`src/rtl/draw_rect_phys_ctl.sv`:
```
// ==== draw_rect_phys_ctl : frame-rate follow/flight/rest physics for the draggable rectangle ==== rev 1.0
`default_nettype none

module draw_rect_phys_ctl #(
   parameter int HOR_PIXELS   = 800,
   parameter int VER_PIXELS   = 600,
   parameter int RECT_W       = 48,
   parameter int RECT_H       = 64,
   parameter int FRAC         = 4,
   parameter int VEL_W        = 16,
   parameter int GRAVITY      = 12,
   parameter int BOUNCE_NUM   = 11,
   parameter int BOUNCE_SHIFT = 4,
   parameter int STOP_SPEED   = 6,
   parameter int VMAX         = 31
) (
   input  logic        clk,
   input  logic        rst,
   input  logic        frame_tick,
   input  logic [11:0] mouse_xpos,
   input  logic [11:0] mouse_ypos,
   input  logic        mouse_left,
   input  logic        rearm,
   output logic [11:0] xpos,
   output logic [11:0] ypos,
   output logic        moving,
   output logic        stop
);

   localparam int P_W     = 12 + FRAC;
   localparam int XMAX    = HOR_PIXELS - RECT_W - 1;
   localparam int YMAX    = VER_PIXELS - RECT_H - 1;
   localparam int XMAX_FP = XMAX << FRAC;
   localparam int YMAX_FP = YMAX << FRAC;
   localparam int VLIM    = VMAX << FRAC;

   typedef enum logic [1:0] {
      S_FOLLOW = 2'd0,
      S_FLIGHT = 2'd1,
      S_REST   = 2'd2
   } state_t;

   state_t                   state_q, state_d;
   logic [P_W-1:0]           px_q, px_d, py_q, py_d;
   logic signed [VEL_W-1:0]  vx_q, vx_d, vy_q, vy_d;
   logic [11:0]              pmx_q, pmx_d, pmy_q, pmy_d;

   logic [11:0]              mx, my;
   logic [P_W-1:0]           px_n, py_n;
   logic signed [VEL_W-1:0]  vx_n, vy_n;
   logic [1:0]               y_hit;
   int                       vy_abs;

   function automatic logic signed [VEL_W-1:0] sat_v(input int v);
      if (v > VLIM)
         return VEL_W'(VLIM);
      else if (v < -VLIM)
         return VEL_W'(-VLIM);
      else
         return VEL_W'(v);
   endfunction

   // One axis of flight: move, or pin to the wall and reflect with restitution.
   // Returns {high_wall_hit, low_wall_hit}.
   function automatic logic [1:0] axis_step(
      input  logic [P_W-1:0]          p,
      input  logic signed [VEL_W-1:0] v,
      input  int                      max_fp,
      output logic [P_W-1:0]          p_n,
      output logic signed [VEL_W-1:0] v_n
   );
      int c;
      int mag;
      c   = int'(p) + int'(v);
      mag = (((v < 0) ? -int'(v) : int'(v)) * BOUNCE_NUM) >>> BOUNCE_SHIFT;
      p_n = P_W'(c);
      v_n = v;
      axis_step = 2'b00;
      if (c < 0) begin
         p_n = '0;
         v_n = sat_v(mag);
         axis_step = 2'b01;
      end else if (c > max_fp) begin
         p_n = P_W'(max_fp);
         v_n = sat_v(-mag);
         axis_step = 2'b10;
      end
   endfunction

   always_comb begin
      mx = (mouse_xpos > 12'(XMAX)) ? 12'(XMAX) : mouse_xpos;
      my = (mouse_ypos > 12'(YMAX)) ? 12'(YMAX) : mouse_ypos;

      void'(axis_step(px_q, vx_q, XMAX_FP, px_n, vx_n));
      y_hit  = axis_step(py_q, vy_q, YMAX_FP, py_n, vy_n);
      vy_abs = (vy_q < 0) ? -int'(vy_q) : int'(vy_q);

      state_d = state_q;
      px_d    = px_q;
      py_d    = py_q;
      vx_d    = vx_q;
      vy_d    = vy_q;
      pmx_d   = pmx_q;
      pmy_d   = pmy_q;

      case (state_q)
         S_FOLLOW: begin
            if (frame_tick) begin
               px_d  = {mx, {FRAC{1'b0}}};
               py_d  = {my, {FRAC{1'b0}}};
               vx_d  = sat_v((int'(mx) - int'(pmx_q)) <<< FRAC);
               vy_d  = sat_v((int'(my) - int'(pmy_q)) <<< FRAC);
               pmx_d = mx;
               pmy_d = my;
               if (mouse_left)
                  state_d = S_FLIGHT;
            end
         end
         S_FLIGHT: begin
            if (frame_tick) begin
               px_d = px_n;
               vx_d = vx_n;
               py_d = py_n;
               // Gravity only accumulates on frames without a vertical collision.
               vy_d = (y_hit == 2'b00) ? sat_v(int'(vy_n) + GRAVITY) : vy_n;
               if (y_hit[1] && ((vy_abs >>> FRAC) <= STOP_SPEED)) begin
                  py_d    = P_W'(YMAX_FP);
                  vx_d    = '0;
                  vy_d    = '0;
                  state_d = S_REST;
               end
            end
         end
         S_REST: begin
            vx_d = '0;
            vy_d = '0;
            if (rearm)
               state_d = S_FOLLOW;
         end
         default: state_d = S_FOLLOW;
      endcase
   end

   always_ff @(posedge clk or posedge rst) begin
      if (rst) begin
         state_q <= S_FOLLOW;
         px_q    <= '0;
         py_q    <= '0;
         vx_q    <= '0;
         vy_q    <= '0;
         pmx_q   <= '0;
         pmy_q   <= '0;
      end else begin
         state_q <= state_d;
         px_q    <= px_d;
         py_q    <= py_d;
         vx_q    <= vx_d;
         vy_q    <= vy_d;
         pmx_q   <= pmx_d;
         pmy_q   <= pmy_d;
      end
   end

   assign xpos   = px_q[P_W-1:FRAC];
   assign ypos   = py_q[P_W-1:FRAC];
   assign moving = (state_q == S_FLIGHT);
   assign stop   = (state_q == S_REST);

endmodule

`default_nettype wire

```
`config.mk`:
```
export PLATFORM = sky130hd
export DESIGN_NAME = draw_rect_phys_ctl
export DESIGN_NICKNAME = d
export VERILOG_FILES = /design/src/rtl/draw_rect_phys_ctl.sv
export SDC_FILE = /design/constraint.sdc
export NUM_CORES = 1
export LEC_CHECK = 0
export ABC_AREA = 0
export CAP_MARGIN = 20
export CORE_MARGIN = 2
export CORE_UTILIZATION = 55
export CTS_BUF_LIST = sky130_fd_sc_hd__clkbuf_2
export CTS_CLUSTER_SIZE = 10
export DETAILED_ROUTE_END_ITERATION = 10
export GPL_TIMING_DRIVEN = 0
export PLACE_DENSITY = 0.79
export SETUP_SLACK_MARGIN = 0.3
export SYNTH_ARGS = -nofsm -noshare
export SYNTH_HDL_FRONTEND = slang
export SYNTH_SLANG_ARGS = --single-unit
export TNS_END_PERCENT = 10
```
`constraint.sdc`:
```
create_clock -name clk -period 8.9 [get_ports clk]
set_input_delay 1.78 -clock clk [delete_from_list [all_inputs] [get_ports clk]]
set_output_delay 1.78 -clock clk [all_outputs]
set_load 0.02 [all_outputs]
```
==> parameters.txt <==
Parameter                              Value

Status
  Outcome ... finished clean

Routing
  Drc violations ... 0
  Number of iterations in the first detailed-routing pass ... 5
  Average via count per standard cell ... 6.15
  Wire length after detailed routing ... 52.2 mm
  Initial DRC Count ... 1,473
  Detail-routed net length per standard cell ... 17.3 um
  Via count ... 18.5k
  Number of antenna-violating nets in the routed design ... 0

Timing
  Relative slew slack ... 0.391
  Max Clock Freq ... 115 MHz
  Final setup violating endpoints ... 0
  Worst clock skew ... 55.4 ps
  Final slew viol count ... 0
  Portion of the clock cycle consumed by the worst path in the final layout ... 0.976
  Setup_tns ... 0 ps
  Min cycle time layout ... 8690 ps
  Setup repair after global routing missed its margin ... true
  Transition at the pin with the smallest max-transition slack ... 905 ps
  Final Hold Violating Endpoints ... 0

Clock tree
  TritonCTS buffer count ... 9
  Number of clock sinks ... 90
  CTS tree ... yes
  Clock tree root buffer cell ... sky130_fd_sc_hd__clkbuf_2
  Maximum clock path buffer count ... 2
  Insertion delay of the later-clocked pin in the worst-skew pair ... 630 ps
  Clock H-tree levels ... 3
  Clk slew on worst S/H paths ... 250 ps

GRT
  Pin count of the biggest net entering global routing ... 65
  Via count of the first global-routing pass ... 17.7k
  Overall overflow remaining after global route ... 0
  Number of antenna violations at the first check in global routing ... 1
  Total track usage ... 0.302
  First-pass GRT wire length ... 84.3 mm

Synthesis
  Fraction of the mapped netlist area in adder cells ... 0.193
  Count of cell types in the netlist ... 106
  Proportion of register bits with asynchronous set or reset after synthesis ... 1.00
  Netlist Area Pre-Place ... 0.0177 mm2
  Mean area per synthesized cell ... 7.40 um2
  XOR/XNOR share of the synthesized area ... 0.0673
  Predominant post-synthesis flop cell ... sky130_fd_sc_hd__dfrtp_1
  Library cell occupying the most area in the post-synthesis netlist ... sky130_fd_sc_hd__ha_1
  Dominant combinational cell family by area after synthesis ... compound AO/OA/AOI/OAI gates
  Multiplexer fraction of the synthesized cell area ... 0.0119
  Fraction of synthesized cell area taken by the top area cell type ... 0.132
  Cell with the most instances after synthesis ... sky130_fd_sc_hd__inv_1
  Most used standard cells in the synthesized netlist ... sky130_fd_sc_hd__inv_1, sky130_fd_sc_hd__nor2_1, sky130_fd_sc_hd__ha_1, sky130_fd_sc_hd__nand2_1, sky130_fd_sc_hd__a21oi_1
  Fraction of the mapped netlist area in compound gates ... 0.285
  Post-synth EDFFs ... 0
  Synthesized netlist cell count ... 2,389
  Post-Synth Simple-Gate Area ... 0.224
  Sequential fraction of the synthesis area ... 0.127
  Number of storage elements in the synthesis netlist ... 90
  Warnings from Yosys ... 0
  Leading cell types by total area after synthesis ... sky130_fd_sc_hd__ha_1, sky130_fd_sc_hd__dfrtp_1, sky130_fd_sc_hd__fa_1

Finish
  Fraction of layout instances using a drive strength above 1 ... 0.116
  Synth-to-layout area growth ... 15.8%
  Final non-filler cell area ... 0.0205 mm2
  Number of nets in the layout ... 2,876

Setup path
  Arrival time of the worst setup path ... 9240 ps
  Worst-case reg-to-reg path depth ... 36
  Destination of the worst register-to-register timing path ... vy_q[1]
  Cell count along the critical path ... 36
  Worst flop-to-flop path startpoint ... vy_q[4]
  Biggest cell delay along the critical path ... 550 ps
  Reg2reg setup slack ... 210 ps
  Worst Path Buf+Inv ... 6
  Worst-path cell with the longest stage delay ... sky130_fd_sc_hd__fa_1
  Cell type group with the largest total delay on the critical path ... simple AND/OR/NAND/NOR gates
  CP Capture Type ... flop
  Worst path required time ... 9450 ps
  Worst-path maximum fanout ... 5
  Kind of start point of the critical path ... flop
  Crit Path Category ... flop to flop

Floorplanning
  Placeable core area ... 0.0316 mm2
  Die Area ... 0.0336 mm2
  Site Rows ... 65
  Die width ... 183 um
  Starting utilization of the core area ... 0.560
  Number of placed I/O pins ... 55
  Die Span Y ... 183 um

Placement
  Final weighted congestion in routability-driven placement ... 0.917
  Total half-perimeter wirelength after legalization and detailed placement ... 41.4 mm
  Port bufs ... 54
  Instance area at placement ... 0.0191 mm2

Min path
  Worst Hold Depth ... 2
  Hold path startpoint ... pmx_q[10]
  Path class of the lowest-slack min-delay path ... flop to flop
  End point of the most critical hold path ... pmx_q[10]

Job
  Max-cap check violation count ... 0
state kept, by name (all words and copies together) (netlist names):
name     count
vy_q        16
state_q      2
py_q        16
pmx_q       12
vx_q        16
pmy_q       12
px_q        16
metrics by stage:
step,utilization,hold WS (ps),cells,worst slack [ps]
6_report,0.648,524,3015,210
4_1_cts,0.622,527,2962,303
5_1_grt,0.648,548,3015,-255
3_5_place_dp,0.604,481,2930,-1270
2_1_floorplan,-,450,2472,372
3_3_place_gp,0.603,465,2928,-1260
cell type report:
cell class / count / area, um2
Sequential cell: 90 / 2260
Buffer: 105 / 607
Inverter: 289 / 1090
Antenna cell: 1 / 2.50
Fill cell: 2787 / 11100
Tap cell: 402 / 503
Multi-Input combinational cell: 1988 / 14800
Clock inverter: 4 / 27.5
Clock buffer: 12 / 60.1
Timing Repair Buffer: 124 / 1090
how the worst max path moves through the flow:
| stage | start | endpoint | slack, ps |
|---|---|---|---|
| after global placement | vy_q[0] | vy_q[0] | -1260 |
| after floorplan | vy_q[0] | vy_q[1] | 370 |
| after global routing | vy_q[0] | vy_q[7] | -250 |
| final | vy_q[4] | vy_q[1] | 210 |
| after CTS | vy_q[0] | vy_q[1] | 300 |
| after detailed placement | vy_q[0] | vy_q[1] | -1270 |
placed cells by master (no fill, tap or decap), types with 14 or more instances in the layout:
cell type | Yosys | final
sky130_fd_sc_hd__buf_4 | 26 | 93
sky130_fd_sc_hd__nor4_1 | 25 | 24
sky130_fd_sc_hd__and2_1 | 26 | 25
sky130_fd_sc_hd__o31ai_1 | 25 | 22
sky130_fd_sc_hd__nand2b_1 | 33 | 32
sky130_fd_sc_hd__fa_1 | 54 | 54
sky130_fd_sc_hd__a21oi_1 | 171 | 160
sky130_fd_sc_hd__nand4_1 | 39 | 39
sky130_fd_sc_hd__clkbuf_2 | 0 | 17
sky130_fd_sc_hd__nand3_1 | 47 | 44
sky130_fd_sc_hd__a21o_1 | 55 | 55
sky130_fd_sc_hd__ha_1 | 186 | 177
sky130_fd_sc_hd__clkdlybuf4s50_1 | 0 | 54
sky130_fd_sc_hd__nor2_1 | 204 | 203
sky130_fd_sc_hd__and3_1 | 26 | 24
sky130_fd_sc_hd__nand2_1 | 183 | 174
sky130_fd_sc_hd__clkbuf_1 | 55 | 48
sky130_fd_sc_hd__a211oi_1 | 27 | 22
sky130_fd_sc_hd__o22ai_1 | 18 | 18
sky130_fd_sc_hd__nor3_1 | 58 | 52
sky130_fd_sc_hd__conb_1 | 2 | 85
sky130_fd_sc_hd__o21bai_1 | 15 | 15
sky130_fd_sc_hd__inv_1 | 288 | 282
sky130_fd_sc_hd__xnor2_1 | 85 | 78
sky130_fd_sc_hd__a31oi_1 | 24 | 23
sky130_fd_sc_hd__a211o_1 | 20 | 20
sky130_fd_sc_hd__o21a_1 | 30 | 30
sky130_fd_sc_hd__or3_1 | 29 | 25
sky130_fd_sc_hd__nor2b_1 | 16 | 16
sky130_fd_sc_hd__o31a_1 | 14 | 14
sky130_fd_sc_hd__o21ai_0 | 132 | 125
sky130_fd_sc_hd__dfrtp_1 | 90 | 86
sky130_fd_sc_hd__or2_2 | 17 | 16
sky130_fd_sc_hd__xor2_1 | 49 | 46
sky130_fd_sc_hd__a21boi_0 | 18 | 17
sky130_fd_sc_hd__o211ai_1 | 24 | 24
layer usage:
layer | vias up | track usage | routed length (um)
met4 | 0 | 0.117 | 1940
met1 | 8845 | 0.379 | 22100
li1 | 8919 | - | -
met5 | - | 0 | 0
met2 | 631 | 0.537 | 25400
met3 | 135 | 0.0254 | 2750
kinds of logic after synthesis:
group                      after synthesis
other                                    2
adders and majority gates              240
muxes                                   19
and+or+nand+nor                        775
buffers and inverters                  394
DFF                                     90
AOI/OAI and AO/OA                      734
xor gates and xnor gates               135
timing repair:
| item | in CTS | in global routing |
|---|---|---|
| setup endpoints to repair | 16 | 19 |
| hold buffers | 0 | 0 |
| pin swaps | 15 | 63 |
| gates resized for setup | 74 | 97 |
| buffers inserted | 16 | 52 |
worst min-delay path, cell delays in order (launching register included):
cell and delay, ps:
sky130_fd_sc_hd__dfrtp_1 420, sky130_fd_sc_hd__inv_1 70, sky130_fd_sc_hd__nor2_1 50
Power is not shown: default switching activity piles up to over one toggle a cycle in this logic, so the estimate is an artifact.
